`src/rtl/alu_arbiter_if.sv`:
```
// Requester/response bundle for the two-port shared-ALU arbiter.
// The master modport is the requester side; the slave modport is the arbiter.
interface alu_arbiter_if;
  logic        req0_valid;
  logic        req1_valid;
  logic        req0_ready;
  logic        req1_ready;
  logic [63:0] req0_a;
  logic [63:0] req0_b;
  logic [63:0] req1_a;
  logic [63:0] req1_b;
  logic [3:0]  req0_ctrl;
  logic [3:0]  req1_ctrl;
  logic        resp0_valid;
  logic        resp1_valid;
  logic        resp0_ready;
  logic        resp1_ready;
  logic [63:0] resp_w;
  logic        resp_zero;
  logic        busy;

  modport master (
    output req0_valid, req1_valid, req0_a, req0_b, req1_a, req1_b,
           req0_ctrl, req1_ctrl, resp0_ready, resp1_ready,
    input  req0_ready, req1_ready, resp0_valid, resp1_valid,
           resp_w, resp_zero, busy
  );

  modport slave (
    input  req0_valid, req1_valid, req0_a, req0_b, req1_a, req1_b,
           req0_ctrl, req1_ctrl, resp0_ready, resp1_ready,
    output req0_ready, req1_ready, resp0_valid, resp1_valid,
           resp_w, resp_zero, busy
  );
endinterface

```
`src/rtl/alu_arbiter.sv`:
```
// Two requesters share one 64-bit ALU; one operation in flight at a time.
// IDLE accepts a request, EXEC registers the ALU result, RESP holds it until consumed.
module alu_arbiter_alu (
  input  logic [3:0]  ctrl,
  input  logic [63:0] a,
  input  logic [63:0] b,
  output logic [63:0] w,
  output logic        zero
);
  localparam logic [3:0] OP_AND   = 4'd0;
  localparam logic [3:0] OP_OR    = 4'd1;
  localparam logic [3:0] OP_ADD   = 4'd2;
  localparam logic [3:0] OP_SUB   = 4'd6;
  localparam logic [3:0] OP_PASSB = 4'd7;

  always_comb begin
    w = '0;
    case (ctrl)
      OP_AND:   w = a & b;
      OP_OR:    w = a | b;
      OP_ADD:   w = a + b;
      OP_SUB:   w = a - b;
      OP_PASSB: w = b;
      default:  w = '0;
    endcase
    zero = (w == 64'd0);
  end
endmodule

module alu_arbiter #(
  parameter bit FIXED_PRIO = 1'b0
) (
  input  logic       clk,
  input  logic       reset,
  alu_arbiter_if.slave bus
);
  typedef enum logic [1:0] {IDLE = 2'd0, EXEC = 2'd1, RESP = 2'd2} state_t;

  state_t      state_reg;
  logic        prio_reg;
  logic        grant_reg;
  logic        contend_reg;
  logic [63:0] op_a_reg;
  logic [63:0] op_b_reg;
  logic [3:0]  op_ctrl_reg;
  logic        resp0_valid_reg;
  logic        resp1_valid_reg;
  logic [63:0] resp_w_reg;
  logic        resp_zero_reg;
  logic        busy_reg;

  logic        both_req;
  logic        win1;
  logic        idle_ok;
  logic        take;
  logic        resp_done;
  logic [63:0] alu_w;
  logic        alu_zero;

  alu_arbiter_alu u_alu (
    .ctrl (op_ctrl_reg),
    .a    (op_a_reg),
    .b    (op_b_reg),
    .w    (alu_w),
    .zero (alu_zero)
  );

  // Port 1 wins when it is alone, or on contention when the pointer favours it.
  always_comb begin
    both_req       = bus.req0_valid & bus.req1_valid;
    win1           = bus.req1_valid & (~bus.req0_valid | (prio_reg & ~FIXED_PRIO));
    idle_ok        = ~reset & (state_reg == IDLE);
    bus.req0_ready = idle_ok & bus.req0_valid & ~win1;
    bus.req1_ready = idle_ok & win1;
    take           = bus.req0_ready | bus.req1_ready;
    resp_done      = grant_reg ? (resp1_valid_reg & bus.resp1_ready)
                               : (resp0_valid_reg & bus.resp0_ready);
  end

  assign bus.resp0_valid = resp0_valid_reg;
  assign bus.resp1_valid = resp1_valid_reg;
  assign bus.resp_w      = resp_w_reg;
  assign bus.resp_zero   = resp_zero_reg;
  assign bus.busy        = busy_reg;

  always_ff @(posedge clk) begin
    if (reset) begin
      state_reg       <= IDLE;
      prio_reg        <= 1'b0;
      grant_reg       <= 1'b0;
      contend_reg     <= 1'b0;
      op_a_reg        <= '0;
      op_b_reg        <= '0;
      op_ctrl_reg     <= '0;
      resp0_valid_reg <= 1'b0;
      resp1_valid_reg <= 1'b0;
      resp_w_reg      <= '0;
      resp_zero_reg   <= 1'b0;
      busy_reg        <= 1'b0;
    end else begin
      case (state_reg)
        IDLE: begin
          if (take) begin
            op_a_reg    <= win1 ? bus.req1_a : bus.req0_a;
            op_b_reg    <= win1 ? bus.req1_b : bus.req0_b;
            op_ctrl_reg <= win1 ? bus.req1_ctrl : bus.req0_ctrl;
            grant_reg   <= win1;
            contend_reg <= both_req;
            busy_reg    <= 1'b1;
            state_reg   <= EXEC;
          end
        end
        EXEC: begin
          resp_w_reg      <= alu_w;
          resp_zero_reg   <= alu_zero;
          resp0_valid_reg <= ~grant_reg;
          resp1_valid_reg <= grant_reg;
          state_reg       <= RESP;
        end
        RESP: begin
          if (resp_done) begin
            resp0_valid_reg <= 1'b0;
            resp1_valid_reg <= 1'b0;
            busy_reg        <= 1'b0;
            state_reg       <= IDLE;
            // Rotate only if the other port was also waiting when this one won.
            if (!FIXED_PRIO && contend_reg) begin
              prio_reg <= ~grant_reg;
            end
          end
        end
        default: begin
          state_reg <= IDLE;
          busy_reg  <= 1'b0;
        end
      endcase
    end
  end
endmodule
```
`src/flat_wrapper.sv`:
```
// flat-port wrapper written by rule: the top's interface ports become plain ports
module alu_arbiter_flat 
#(
  parameter bit FIXED_PRIO = 1'b0
)
  (clk, reset, bus_req0_valid, bus_req1_valid, bus_req0_a, bus_req0_b, bus_req1_a, bus_req1_b, bus_req0_ctrl, bus_req1_ctrl, bus_resp0_ready, bus_resp1_ready, bus_req0_ready, bus_req1_ready, bus_resp0_valid, bus_resp1_valid, bus_resp_w, bus_resp_zero, bus_busy);
  alu_arbiter_if bus_i ();
  input  logic clk;
  input  logic reset;
  input wire logic [$bits(bus_i.req0_valid)-1:0] bus_req0_valid;
  input wire logic [$bits(bus_i.req1_valid)-1:0] bus_req1_valid;
  input wire logic [$bits(bus_i.req0_a)-1:0] bus_req0_a;
  input wire logic [$bits(bus_i.req0_b)-1:0] bus_req0_b;
  input wire logic [$bits(bus_i.req1_a)-1:0] bus_req1_a;
  input wire logic [$bits(bus_i.req1_b)-1:0] bus_req1_b;
  input wire logic [$bits(bus_i.req0_ctrl)-1:0] bus_req0_ctrl;
  input wire logic [$bits(bus_i.req1_ctrl)-1:0] bus_req1_ctrl;
  input wire logic [$bits(bus_i.resp0_ready)-1:0] bus_resp0_ready;
  input wire logic [$bits(bus_i.resp1_ready)-1:0] bus_resp1_ready;
  output wire logic [$bits(bus_i.req0_ready)-1:0] bus_req0_ready;
  output wire logic [$bits(bus_i.req1_ready)-1:0] bus_req1_ready;
  output wire logic [$bits(bus_i.resp0_valid)-1:0] bus_resp0_valid;
  output wire logic [$bits(bus_i.resp1_valid)-1:0] bus_resp1_valid;
  output wire logic [$bits(bus_i.resp_w)-1:0] bus_resp_w;
  output wire logic [$bits(bus_i.resp_zero)-1:0] bus_resp_zero;
  output wire logic [$bits(bus_i.busy)-1:0] bus_busy;
  assign bus_i.req0_valid = bus_req0_valid;
  assign bus_i.req1_valid = bus_req1_valid;
  assign bus_i.req0_a = bus_req0_a;
  assign bus_i.req0_b = bus_req0_b;
  assign bus_i.req1_a = bus_req1_a;
  assign bus_i.req1_b = bus_req1_b;
  assign bus_i.req0_ctrl = bus_req0_ctrl;
  assign bus_i.req1_ctrl = bus_req1_ctrl;
  assign bus_i.resp0_ready = bus_resp0_ready;
  assign bus_i.resp1_ready = bus_resp1_ready;
  assign bus_req0_ready = bus_i.req0_ready;
  assign bus_req1_ready = bus_i.req1_ready;
  assign bus_resp0_valid = bus_i.resp0_valid;
  assign bus_resp1_valid = bus_i.resp1_valid;
  assign bus_resp_w = bus_i.resp_w;
  assign bus_resp_zero = bus_i.resp_zero;
  assign bus_busy = bus_i.busy;
  alu_arbiter #(.FIXED_PRIO(FIXED_PRIO)) u_core (.clk(clk), .reset(reset), .bus(bus_i));
endmodule
```
`config.mk`:
```
export PLATFORM = sky130hd
export DESIGN_NAME = alu_arbiter_flat
export DESIGN_NICKNAME = d
export VERILOG_FILES = /design/src/rtl/alu_arbiter_if.sv /design/src/rtl/alu_arbiter.sv /design/src/flat_wrapper.sv
export SDC_FILE = /design/constraint.sdc
export NUM_CORES = 1
export LEC_CHECK = 0
export CORE_MARGIN = 2
export CORE_UTILIZATION = 47
export DETAILED_ROUTE_END_ITERATION = 7
export PLACE_DENSITY = 0.78
export SLEW_MARGIN = 20
export SYNTH_ARGS = -nofsm -noshare
export SYNTH_HDL_FRONTEND = slang
export SYNTH_SLANG_ARGS = --single-unit
export TNS_END_PERCENT = 1
```
`constraint.sdc`:
```
create_clock -name clk -period 5.2 [get_ports clk]
set_input_delay 1.56 -clock clk [delete_from_list [all_inputs] [get_ports clk]]
set_output_delay 1.56 -clock clk [all_outputs]
set_load 0.02 [all_outputs]
```
# Yosys cells after proc, flatten, opt, wreduce, memory -nomap -nowiden
# Cells that the tools add are included.
dict set report totals {
  input_bits 270
  output_inout_bits 70
  regBits 205
  elab_cells 61
}
dict set report op_classes {
  n_bitwise 17
  n_reduce_logical 9
  eq_ne 8
  n_mux 13
  n_addsub 2
}
# cell count
set op_table {}
lappend op_table {{one-hot mux 64 bit (5 select lines)} 1}
lappend op_table {{two-way mux 64 bit} 2}
lappend op_table {{adder 64 bit} 1}
lappend op_table {{bitwise AND 64 bit} 1}
lappend op_table {{logical NOT 64 bit} 1}
lappend op_table {{bitwise OR 64 bit} 1}
lappend op_table {{subtractor 64 bit} 1}
lappend op_table {{bitwise AND 1 bit} 8}
lappend op_table {{equality test 4 x 3 -> 1 bit (second input constant)} 2}
lappend op_table {{one-hot mux 2 bit (3 select lines)} 1}
lappend op_table {{AND reduction 2 bit} 3}
lappend op_table {{AND reduction 3 bit} 2}
lappend op_table {{NOT 1 bit} 5}
lappend op_table {{equality test 4 x 1 -> 1 bit (second input constant)} 1}
lappend op_table {{equality test 4 x 2 -> 1 bit (second input constant)} 1}
lappend op_table {{logical NOT 4 bit} 1}
lappend op_table {{two-way mux 2 bit} 2}
lappend op_table {{two-way mux 4 bit} 1}
lappend op_table {{!= test 2 x 1 -> 1 bit (second input constant)} 2}
lappend op_table {{one-hot mux 1 bit (2 select lines)} 2}
lappend op_table {{two-way mux 1 bit} 3}
lappend op_table {{one-hot mux 1 bit (3 select lines)} 1}
lappend op_table {{equality test 2 x 1 -> 1 bit (second input constant)} 1}
lappend op_table {{equality test 2 bit (second input constant)} 1}
lappend op_table {{3 further kinds} 4}

# Logic depth before layout (Yosys ltp)
# Gate-level depths: netlist (run 1).
dict set report depth {
  ltp_word 8
  mapped_depth 26
  mapped_depth_nobuf 22
}

# By module
# A second synthesis (run 1) with hierarchy kept.
dict set report unflattened {
  hier_cells 2359
  area_unflattened_um2 17928.4
}
# mod seq_area_each_um2 area_per_inst_um2 instances cells_each
set modules_own_cells {}
lappend modules_own_cells {alu_arbiter 4103.9 9738.1 1 1119}
lappend modules_own_cells {alu_arbiter_alu 0.0 8190.4 1 1240}

# Worst setup path before layout (run 1)
# Ideal clock, no wire load.
dict set report synth_timing {
  path_type {flip-flop to flip-flop}
  start {register u_core.op_ctrl_reg[3]}
  end {register u_core.resp_zero_reg (netlist: u_core.bus.resp_zero)}
  synth_period_minus_slack_ps 5704
  n_path_buf 7
  slack_ps -504
  path_stages_with_launch 26
  setup_ps 84
  t_required_ps 5116
  arrival_ps 5620
  path_cell_list {dfxtp_1 > clkbuf_1 > nor2_1 > and2_1 > clkbuf_1 > clkbuf_1 > clkbuf_1 > buf_1 > nand2_1 > clkbuf_1 > o31ai_1 > xor2_1 > ha_1 > clkbuf_1 > nand2_1 > o21ai_0 > a41o_1 > o211ai_1 > a211oi_1 > nor2_1 > o2111a_1 > a211oi_1 > o2111a_1 > nand4b_1 > or4b_1 > o31ai_2}
}
dict set report synth_between {
  elab_chain_len 3
  word_cells_on_any_way 7
  classes_between {eq/ne (4); mux (1); reduce/logical (2)}
}
# element line
set synth_lines {}
lappend synth_lines {{start, declared} alu_arbiter.sv:45} ;# logic [3:0] op_ctrl_reg;
lappend synth_lines {{start signal, assigned} alu_arbiter.sv:106} ;# op_ctrl_reg <= win1 ? bus.req1_ctrl : bus.req0_ctrl;
lappend synth_lines {{equality test 4 x 3 -> 1 bit (tied with other cells)} alu_arbiter.sv:18} ;# case (ctrl)
lappend synth_lines {{one-hot mux 64 bit (5 select lines) *} alu_arbiter.sv:18}
lappend synth_lines {{logical NOT 64 bit *} alu_arbiter.sv:26} ;# zero = (w == 64'd0);
lappend synth_lines {{end signal, assigned} alu_arbiter.sv:115} ;# resp_zero_reg <= alu_zero;
lappend synth_lines {{end, declared} alu_arbiter.sv:49} ;# logic resp_zero_reg;
# Every way passes the cells marked *; elsewhere a longest branch is shown, timed or not.
# A chain may end at the register's enable or synchronous reset.

# Worst setup path after layout (run 1)
dict set report layout_timing {
  start {register u_core.op_b_reg[2]}
  end {register u_core.resp_zero_reg (netlist: u_core.bus.resp_zero)}
}
dict set report layout_between {
  elab_chain_len 3
  word_cells_on_any_way 6
  classes_between {add/sub (2); mux (1); bitwise (2); reduce/logical (1)}
}
# element line
set layout_lines {}
lappend layout_lines {{start, declared} alu_arbiter.sv:44} ;# logic [63:0] op_b_reg;
lappend layout_lines {{start signal, assigned} alu_arbiter.sv:105} ;# op_b_reg <= win1 ? bus.req1_b : bus.req0_b;
lappend layout_lines {{subtractor 64 bit (tied with other cells)} alu_arbiter.sv:22} ;# OP_SUB: w = a - b;
lappend layout_lines {{one-hot mux 64 bit (5 select lines) *} alu_arbiter.sv:18}
lappend layout_lines {{logical NOT 64 bit *} alu_arbiter.sv:26}
# Marks and branches as above.

==> results.md, run 1 <==
Setup path:
- The cell with the largest stage delay on the worst path is or4b_2.
- The startpoint identified for the worst register-to-register timing path is u_core.op_b_reg[2].
- The category of the worst setup path capture point is a register.
- The number of cell instances on the worst register-to-register path is 23.
- The dominant delay contributor by cell family on the critical path is simple AND/OR/NAND/NOR gates.
- The register-to-register setup slack is -0.33 ns.
- The critical path data required time is 5.66 ns.
- Of all nets on the critical path, the largest fanout is 4.
- The end of the worst register-to-register path is u_core.bus.resp_zero.
- Together, buffers and inverters on the worst path number 3.
- Traced cell by cell, the critical path runs through nor4_2 -> buf_4 -> buf_4 -> nand3_2 -> nor3_4 -> buf_4 -> nand2_1 -> or2_2 -> o31ai_2 -> xor2_1 -> ha_1 -> a21oi_1 -> o21ai_0 -> a21oi_1 -> o21ai_1 -> a21oi_1 -> mux2i_1 -> and4_1 -> nand4_1 -> or4b_2 -> nor3_2 -> nand4_1 -> o31ai_2.
- The worst setup path is of the register to register kind.
- STA puts the critical path data arrival time at 6.00 ns.
- The delay of the slowest cell on the worst path is 0.74 ns.
- The kind of start point of the critical path is a register.

Routing:
- The first TritonRoute pass finished after 5 iterations.
- The initial DRC count is 1,447.
- The count of nets left with antenna violations after detail routing is 0.
- For this block, the routed nets add up to 64.17 mm of wire.
- For this run, design rule violations remaining after detail routing come to 0.
- After detailed routing, the average wire length per cell comes to 20.68 um.
- Summing over every cut layer, the via total after detailed routing is 18,493.
- The average vias per placed instance is 5.960.

Synth:
- After synthesis, the mean cell area works out to 7.591 um^2.
- The share of synthesized area occupied by flip-flops and latches is 0.2630.
- The number of library cell types mapped by synthesis is 81.
- Synthesis handed over a netlist of 2,056 instances.
- The post-synthesis cell area is 15,610 um^2.
- The number of warnings reported in the yosys synthesis log is 0.
- The flop and latch count out of synthesis is 205.
- For this run, the leading register cell type out of synthesis is dfxtp_1.
- The net count after synthesis is 2,393.
- Of all cell types, the one taking the most synthesized area is dfxtp_1.
- Yosys attributes the largest share of cell area to dfxtp_1, a211oi_1, mux2i_1, nor2_1, ha_1.
- After synthesis, the share of flip-flops with an asynchronous set or reset is 0.
- Of the post-synthesis cell area, the dominant cell type holds 0.2630.
- The synthesized design contains 0 enable-type register cells.

Run status:
- The run finished, with violations left.
- The final reports fail on negative setup slack.

Worst hold path:
- The endpoint of the worst hold path is u_core.bus.resp_w[0].
- The count of cells along the worst hold path is 2.
- The classification of the worst-slack hold path is register to register.
- The startpoint of the lowest-slack hold path is u_core.bus.resp_w[0].

Clock tree:
- The buffer cell driving the clock tree root is clkbuf_16.
- After clock tree synthesis, the clock-pin slew on the worst setup and hold paths is 0.06 ns.
- The maximum clock insertion buffer count is 3.
- Counting every sink on the clock net gives 205.
- The number of levels the H-tree was split into is 1.
- The insertion delay of the later-clocked pin in the worst-skew pair is 0.54 ns.
- TritonCTS built the clock tree.
- Counting the buffers created by CTS gives 22.

Timing:
- The upper clock frequency limit is 0.1808 GHz.
- The worst hold slack is 0.4760 ns.
- The transition time at the pin with the least slew margin is 1.207 ns.
- Setup repair after global routing could not meet its margin everywhere.
- The final period demand of the worst path is 5.531 ns.
- The hold violation total from the final report is 0.
- Measured against its own limit, the worst slew margin works out to 0.1956.
- The setup TNS is -0.3824 ns.
- Setup violations remaining at the end of the flow were counted as 3.
- The share of the cycle needed by the critical path after routing is 1.064.
- The number of max-slew violations in the final report is 0.
- The worst clock skew is 0.02339 ns.
- The post-route worst setup slack is -0.3313 ns.

GRT:
- The largest net degree at the start of global routing is 138.
- The global-route wire length before repair is 97.90 mm.
- The number of antenna violations at the first check in global routing is 1.
- The total global-route track usage is 0.3589.
- The total overflow left after global routing is 0.
- The via count of the first global-routing pass is 17,751.

Floorplan:
- In this run the vertical extent of the chip is 186.2 um.
- In this run the horizontal extent of the chip is 186.2 um.
- The number of rows created at floorplan is 66.
- The initial utilization of the core area, before any placement, comes to 0.4784.
- The floorplan step defined a core boundary enclosing 32,620 um^2.
- The die area is 34,680 um^2.
- Pin placement for this block handled 340 I/O pins.

Finish:
- The net count of the finished layout is 2,982.
- The fraction of layout instances using a drive strength above 1 is 0.2045.
- Compared with the post-synthesis result, the final layout area differs by 48.62%.

Place:
- The total half-perimeter wirelength after legalization and detailed placement is 50.18 mm.
- The congestion estimate from routability-driven global placement came to 0.9993.
- Input and output buffers added on the ports amount to 339.

Pwr:
- In this run the static leakage power is 10.00 nW.
- IR analysis of the VDD net gives a maximum drop of 249.1 uV.
- The power density of the placed cells is 279.8 nW/um^2.

Job:
- The number of violations of the max-capacitance limit is 0.
[worst min-delay path, cell delays in order, from the launching register on]
cell	delay, ns
dfxtp_1	0.32
nand2_1	0.06
a21oi_1	0.05
[worst max-delay path by stage]
| stage | from | end | slack, ns | cells after the start |
|---|---|---|---|---|
| CTS | u_core.op_b_reg[2] | u_core.bus.resp_zero | -0.24 | 23 |
| global route | u_core.op_b_reg[2] | u_core.bus.resp_zero | -0.58 | 23 |
| floorplan | u_core.op_b_reg[28] | u_core.bus.resp_zero | 0.005 | 20 |
| detailed placement | u_core.op_b_reg[28] | u_core.bus.resp_zero | -0.74 | 21 |
| finish | u_core.op_b_reg[2] | u_core.bus.resp_zero | -0.33 | 23 |
| global placement | u_core.op_b_reg[2] | u_core.bus.resp_zero | -0.49 | 23 |
[final cells by class]
type / count / area, um^2
Multi-Input combinational cell: 1641 / 11200
Fill cell: 2579 / 9425
Timing Repair Buffer: 743 / 6480
Sequential cell: 205 / 4104
Clock buffer: 35 / 679.4
Tap cell: 442 / 553.0
Inverter: 32 / 120.1
Clock inverter: 4 / 56.30
Antenna cell: 1 / 2.502
[metal layers]
layer,GRT usage,vias to the layer above,share of wire
met1,0.4809,8765,0.43
met3,0.06717,137,0.091
met4,0.1080,0,0.031
met5,0,-,0
met2,0.5862,871,0.45
li1,-,8720,-
[layout by cell type (no fill, tap or decap), drive strengths merged, types with 5 or more instances in the layout]
master         count
a21oi            163
o21bai             8
nand2b            13
dfxtp            205
o21ai            116
o31ai             21
and4               6
ha                66
or4                5
a21boi             6
a31oi             15
nand4             34
and3              14
clkdlybuf4s50    338
nor3              47
nand2            138
nand3             25
nor4              14
a211oi           187
and2               6
xor2              60
maj3              30
a21o              23
or3               10
mux2i            136
nor2             307
o41ai              5
o211ai             9
nor2b              6
buf              405
o22ai             12
xnor2             50
o21a              11
inv               32
or2                5
a22oi             29
clkbuf            35
o2111a             5
[stage by stage]
stage	setup WS [ns]	std cells	util	power [mW]	area, um^2
after floorplan	0.005424	2056	-	3.394	15660
after global placement	-0.4900	3043	0.6702	4.686	21860
after detailed placement	-0.7385	3043	0.6702	4.731	21860
after CTS	-0.2368	3100	0.7073	6.418	23070
after global routing	-0.5766	3102	0.7110	6.796	23190
final	-0.3313	3103	0.7110	6.491	23190
[timing repair]
item,CTS,global route
buffers inserted,18,2
pin swaps,41,10
hold buffers,0,0
gates resized for setup,82,30
endpoints found under the setup margin,9,21
gates cloned,0,0
[synthesized netlist by cell type (5+ instances only)]
cell      instances
a211oi_1        187
a21boi_0          6
a21o_1           23
a21oi_1         161
a22oi_1          29
a31oi_1          15
and2_1            6
and3_1           13
and4_1            6
buf_1            21
clkbuf_1        150
dfxtp_1         205
ha_1             66
inv_1            32
maj3_1           30
mux2i_1         136
nand2_1         138
nand2b_1         13
nand3_1          25
nand4_1          34
nor2_1          307
nor2b_1           6
nor3_1           47
nor4_1           13
o2111a_1          5
o211ai_1          9
o21a_1           11
o21ai_0         115
o21bai_1          8
o22ai_1          12
o31ai_1          20
o41ai_1           5
or2_2             5
or3_1             9
xnor2_1          49
xor2_1           60
[logic make-up after synthesis]
kind of cell             Yosys count  share of synthesized area
AO/OA/AOI/OAI                    652                     0.2736
buffers and inverters            210                    0.05163
multiplexers                     136                    0.08723
adder cells (fa/ha/maj)           97                    0.07344
flip-flops                       205                     0.2630
AND/OR/NAND/NOR                  646                     0.1890
XOR/XNOR                         110                    0.06221
[report_power, final]
group | total [mW] | switching, mW | internal, mW | leakage [nW]
sequential | 1.91 | 0.174 | 1.74 | 1.69
clock | 1.60 | 0.658 | 0.941 | 0.363
combinational | 2.98 | 1.58 | 1.40 | 7.95
total | 6.49 | 2.41 | 4.08 | 10.0
(Power assumes the default switching activity.)
==> inputs of run 2 (changes only) <==
--- a/config.mk
+++ b/config.mk
@@ -9,7 +9,7 @@
 export CORE_UTILIZATION = 47
 export DETAILED_ROUTE_END_ITERATION = 7
 export PLACE_DENSITY = 0.78
-export SLEW_MARGIN = 20
+export REMOVE_ABC_BUFFERS = 1
 export SYNTH_ARGS = -nofsm -noshare
 export SYNTH_HDL_FRONTEND = slang
 export SYNTH_SLANG_ARGS = --single-unit
==> results.md, run 2 (synthesis gave the netlist of run 1 again) <==
Pwr:
- The power spent charging and discharging nets is 2.507 mW.
- The internal portion of the total power is 4.139 mW.
- Summed over all cells, the static leakage comes to 9.985 nW.
- Of the total power, the clock network draws 0.255.
- The design draws 6.646 mW.
- IR analysis of the VDD net gives a maximum drop of 298.8 uV.
- The proportion of total power due to net switching is 0.3772.
- The combinational cell fraction of total power is 0.458.
- The power density of the placed cells is 287.6 nW/um^2.
- Of the total power, registers draw 0.286.

GRT:
- The largest net degree at the start of global routing is 158.
- The number of antenna violations at the first check in global routing was 1.
- The total grt overflow is 0.
- The via count of the first global-routing pass is 17,770.
- The total global-route track usage is 0.3764.
- The global-route wire length before repair is 100.9 mm.

Finish:
- The layout filler cell count is 2,625.
- The storage element area is 4104 um^2.
- The area growth from synthesis to layout is 48.09%.
- In the final design database the tool counted 2,982 nets.
- For this run, the share of the core covered by cells in the final layout is 0.7085.
- The area used by multi-input combinational logic is 11,080 um^2.
- In the final layout, the share of cells above drive strength 1 is 0.2000.
- The leading cell type in the layout, fill and taps excluded is buf_4.
- The repair_antennas step left the layout with diodes totalling 0.
- The top cell types in the final layout, fill and taps aside, are buf_4, clkdlybuf4s50_1, nor2_1, dfxtp_1, a211oi_1.
- After routing the design area is 23,110 um^2.
- Excluding fillers, the count of instances in the completed layout stands at 3,102.

Worst hold path:
- The classification of the worst-slack hold path is register to register.
- The endpoint of the worst hold path is u_core.bus.resp1_valid.
- Counting instances, the worst hold path has a depth of 2.
- The startpoint identified for the worst hold timing path is u_core.bus.resp1_valid.

Floorplan:
- The die area is 34,680 um^2.
- The core region is 32,620 um^2.
- The I/O pin count is 340.
- From bottom edge to top edge, the die measures 186.2 um.
- The initial standard-cell utilization of the core is 0.4784.
- The overall die width is 186.2 um.
- The number of rows created at floorplan is 66.

Routing:
- The first TritonRoute pass finished after 5 iterations.
- The total wire length after detailed routing is 67.35 mm.
- The count of nets left with antenna violations once routing finished came out at 0.
- The average vias per placed instance is 5.975.
- In the final routed layout, each cell accounts on average for 21.71 um.
- The initial DRC count is 1,773.
- After detailed routing, the number of remaining DRC violations is 0.
- Detailed routing inserted a total of 18,534 vias.

Timing:
- The number of max-slew violations in the final report was 0.
- Headroom to the max-slew limit came out at 0.3956.
- For the pin with the worst max-slew slack, the measured transition is 0.9066 ns.
- The final period demand of the worst path is 5.656 ns.
- The total setup violations reported at the end of the flow is 6.
- The upper clock frequency limit is 0.1768 GHz.
- The share of the cycle needed by the critical path after routing is 1.088.
- Clock skew on the completed layout was measured at 0.01760 ns.
- In the post-route analysis, the smallest setup slack over all paths is -0.4557 ns.
- The hold violation total from the final report came to 0.
- Setup repair after global routing could not meet its margin everywhere.

Setup path:
- The worst setup path is captured at a register.
- The worst register-to-register path begins at u_core.op_b_reg[28].
- The data arrival time of the critical path is 6.13 ns.
- Together, buffers and inverters on the worst path number 4.
- The largest single stage delay on the critical path is 0.53 ns.
- The register-to-register setup slack is -0.46 ns.
- The critical path class is register to register.
- The endpoint identified for the worst register-to-register timing path is u_core.bus.resp_zero.
- The number of cell instances on the worst register-to-register path is 25.
- The number of cells on the critical path is 25.
- The cell repeated most along the worst path is buf_4.
- Tracing the worst setup path back leads to its startpoint at u_core.op_b_reg[28].
- Among all stages on the critical path, the largest delay is contributed by or4_4.
- The largest fanout on the critical path is 4.
- Grouping stages by cell kind, the critical path spends the most delay in simple AND/OR/NAND/NOR gates.
- STA puts the critical path data required time at 5.67 ns.
- STA classifies the critical path startpoint as a register.

Clock tree:
- The number of sinks driven by the clock tree is 205.
- Buffers inserted to repair hold after CTS numbered 0.
- Clock-pin slew was measured on the worst setup and hold paths at 0.07 ns.
- TritonCTS built the clock tree.
- CTS built an H-tree with a depth of 1.
- The buffer cell driving the clock tree root is clkbuf_16.
- The insertion delay of the later-clocked pin in the worst-skew pair is 0.55 ns.
- The maximum clock insertion buffer count is 3.
- The number of clock buffers added by TritonCTS is 24.

Run status:
- The final reports fail on negative setup slack.
- The run finished, with violations left.

Place:
- The placement-stage worst setup slack is -0.5439 ns.
- The count of placed standard cells including taps is 3,057.
- The count of buffers added on input and output ports is 339.
- Summing all placed instances gives a cell area of 21,950 um^2.
- Detailed placement finished with a half-perimeter wire length of 51.44 mm.
- The final estimated routing congestion in global placement is 1.013.

Job:
- The number of violations of the max-capacitance limit is 0.
## run 2: changes by cell type in the layout (fill, tap and decap cells not counted), moves of 3 or more
| cell | change |
|---|---|
| a21oi_2 | -6 |
| buf_6 | -3 |
| a21oi_1 | +7 |
| o21ai_0 | +3 |
| clkbuf_16 | +3 |
| nand3_1 | +3 |
| nor3_1 | +3 |
## run 2: routing by layer
layer  part of all wire  global-route usage  vias to the layer above
met2               0.44              0.5926                      903
met4              0.026              0.1027                        0
met3              0.093             0.06562                      107
met5                  0                   0                        -
li1                   -                   -                     8736
met1               0.44              0.5297                     8788
## run 2: worst max path at each step
stage,to,slack (ns)
final,u_core.bus.resp_zero,-0.46
after floorplan,u_core.state_reg[0],-16.74
after detailed placement,u_core.bus.resp_zero,-0.54
after global placement,u_core.bus.resp_zero,-0.48
after global routing,u_core.bus.resp_zero,-0.69
after CTS,u_core.bus.resp_zero,-0.30
## run 2: final cells by class
cell class,instances,area share
timing repair buffer,741,0.2798
tap,442,0.02393
clock buffer,37,0.03292
multi-input combinational,1641,0.4796
sequential,205,0.1776
clock inverter,4,0.001029
inverter,32,0.005197
## run 2: power groups by stage
stage	clock, mW	sequential (mW)	combinational, mW
final	1.70	1.90	3.05
after global routing	1.76	1.92	3.25
after CTS	1.70	1.89	2.94
after detailed placement	0	1.92	2.90
after global placement	0	1.92	2.86
after floorplan	0	1.99	1.55
## run 2: tightest hold or removal path, stage by stage (launching register included)
cell	delay (ns)
dfxtp_1	0.32
nand2_1	0.05
a21boi_0	0.06
## run 2: timing repair
item                                    4_1_cts  5_1_grt
pin swaps                                     6       24
gates cloned                                  0        0
hold endpoints to repair                      0        0
buffers inserted                              2        2
resized for setup                            35       54
endpoints found under the setup margin       13       22
## run 2: per-stage QoR
stage | setup TNS, ns | hold slack, ns
global placement | -1.022 | 0.4677
floorplan | -2193.71 | 0.4512
global route | -3.550 | 0.5132
CTS | -0.3001 | 0.4856
detailed placement | -1.710 | 0.4782
finish | -0.8274 | 0.4858
==> RTL edit, RTL diff (flow settings as in run 2) <==
`FIXED_PRIO` is set to 1'b0 in 2 places; all go to 1'b1.
--- a/src/rtl/alu_arbiter.sv
+++ b/src/rtl/alu_arbiter.sv
@@ -30,3 +30,3 @@
 module alu_arbiter #(
-  parameter bit FIXED_PRIO = 1'b0
+  parameter bit FIXED_PRIO = 1'b1
 ) (
--- a/src/flat_wrapper.sv
+++ b/src/flat_wrapper.sv
@@ -3,3 +3,3 @@
 #(
-  parameter bit FIXED_PRIO = 1'b0
+  parameter bit FIXED_PRIO = 1'b1
 )
Formal check against the unedited RTL: not equivalent (a bounded check fails within 4 cycles, from zero or initial values and one cycle with reset high).
==> RTL edit against run 2 <==
- the run still ends with setup timing left
- sequential cell count fell by 2
- combinational power rose by 4%
- clock power fell by 4%
- final cell count fell by 0.19%
- synthesized area rose by 1.3%
- worst setup slack got worse by 0.20 ns
- fmax fell by 3.5%
- power rose by 0.88%
- cell area rose by 0.44%
- routed wire length fell by 2.9%
- count of clock-buffer cells in the layout fell by 4
- global-route usage fell by 1.5 points
- hold slack got worse by 0.023 ns
- critical endpoint unchanged
- largest power group unchanged
==> RTL edit: results (changes against run 2) <==
stage,metric,value,unit,change
power_and_ir_drop,leakage,9.329,nW,-6.6%
grt,use_met1,51.42,%,-1.6 points
setup_path,cp_common_cell,or4_4,,
place,place.gp.congestion,1.029,,+1.5%
setup_path,critical_path_arrival,6.31,ns,+0.18 ns
drt,drtIter0Drc,1523,,-14%
logic_synthesis,ys_top_cells_by_count,"321 x nor2_1, 203 x dfxtp_1, 189 x a211oi_1, 158 x clkbuf_1, 148 x a21oi_1",,
sta,setup_slack,-0.6585,ns,-0.2029 ns
place,place_area,22140,um^2,+0.86%
drt,drt-total-wl,65.42,mm,-2.9%
setup_path,cp-startpoint,u_core.op_b_reg[6],,
setup_path,worst-r2r-cell-count,21,,-16%
floorplanning,die_w,187.4,um,+0.65%
power_and_ir_drop,p_int,4.160,mW,+0.51%
sta,tns,-5.034,ns,-4.207 ns
power_and_ir_drop,peakVddDrop,0.2939,mV,-1.6%
clock_network,cts_buffers,23,,-4.2%
setup_path,crit_fanout,7,,+3
sta,setup_viol_count_final,20,,+14
drt,wl_met3,5.611,mm,-11%
sta,hold_slack,0.4630,ns,-0.02278 ns
power_and_ir_drop,clk-power,1.63,mW,-4%
place,dp_cells,3053,,-0.13%
grt,track_usage,36.15,%,-1.5 points
outcome,violations,setup timing,,
grt,gr-usage-met2,56.16,%,-3.1 points
drt,wl_per_cell,21.13,um,-2.7%
drt,via_per_inst,5.955,,-0.34%
grt,met3_usage,6.285,%,-0.28 points
grt,grt_max_degree,133,,-16%
setup_path,cpPeakStageDelay,0.63,ns,+0.10 ns
hold_path,worstHoldStart,u_core.bus.resp_w[0],,
hold_path,min_path_cells,2,,unchanged
drt,wl_met1,29.52,mm,-0.86%
logic_synthesis,synth_seq_area_share,25.70,%,-0.60 points
sta,worst_slew_pin_slew,1.197,ns,+0.2899 ns
finish,finalNetCount,2968,,-0.47%
place,dpl.hpwl,51.59,mm,+0.29%
clock_network,clk-insertion-delay-late,0.53,ns,-0.02 ns
logic_synthesis,synthTopCellsByArea,"dfxtp_1 26%, a211oi_1 9.0%, mux2i_1 8.4%",,
grt,grt_pass1_vias,17960,,+1.1%
outcome,status,"complete, but fails checks",,
hold_path,holdPathEnd,u_core.bus.resp_w[0],,
[RTL edit: cell types whose count changed after synthesis, sizes merged, moves of 9 or more]
cell	run 2	this run
a22oi	29	64
maj3	30	63
nand2	138	106
o21ai	116	95
a21oi	163	148
nor2	307	321
or4	5	18
inv	32	21
or3	10	19
[RTL edit: cells by family after synthesis]
kind of cell    after synthesis  synth area share (%)
buf+inv                     209                 5.135
simple gates                632                 18.40
flops                       203                 25.70
mux                         133                 8.418
fa+ha+maj                   130                 9.336
xor+xnor                    115                 6.369
compound gates              633                 26.64
[RTL edit: cell type report]
class	instances	area, um^2
flip-flops and latches	203	4066
diodes	1	2.502
fillers	2754	10150
clock inverters	8	100.1
well taps	448	560.5
repair buffers	739	6460
multi-input cells	1643	11300
inverters	21	78.83
clock buffers	33	643.1
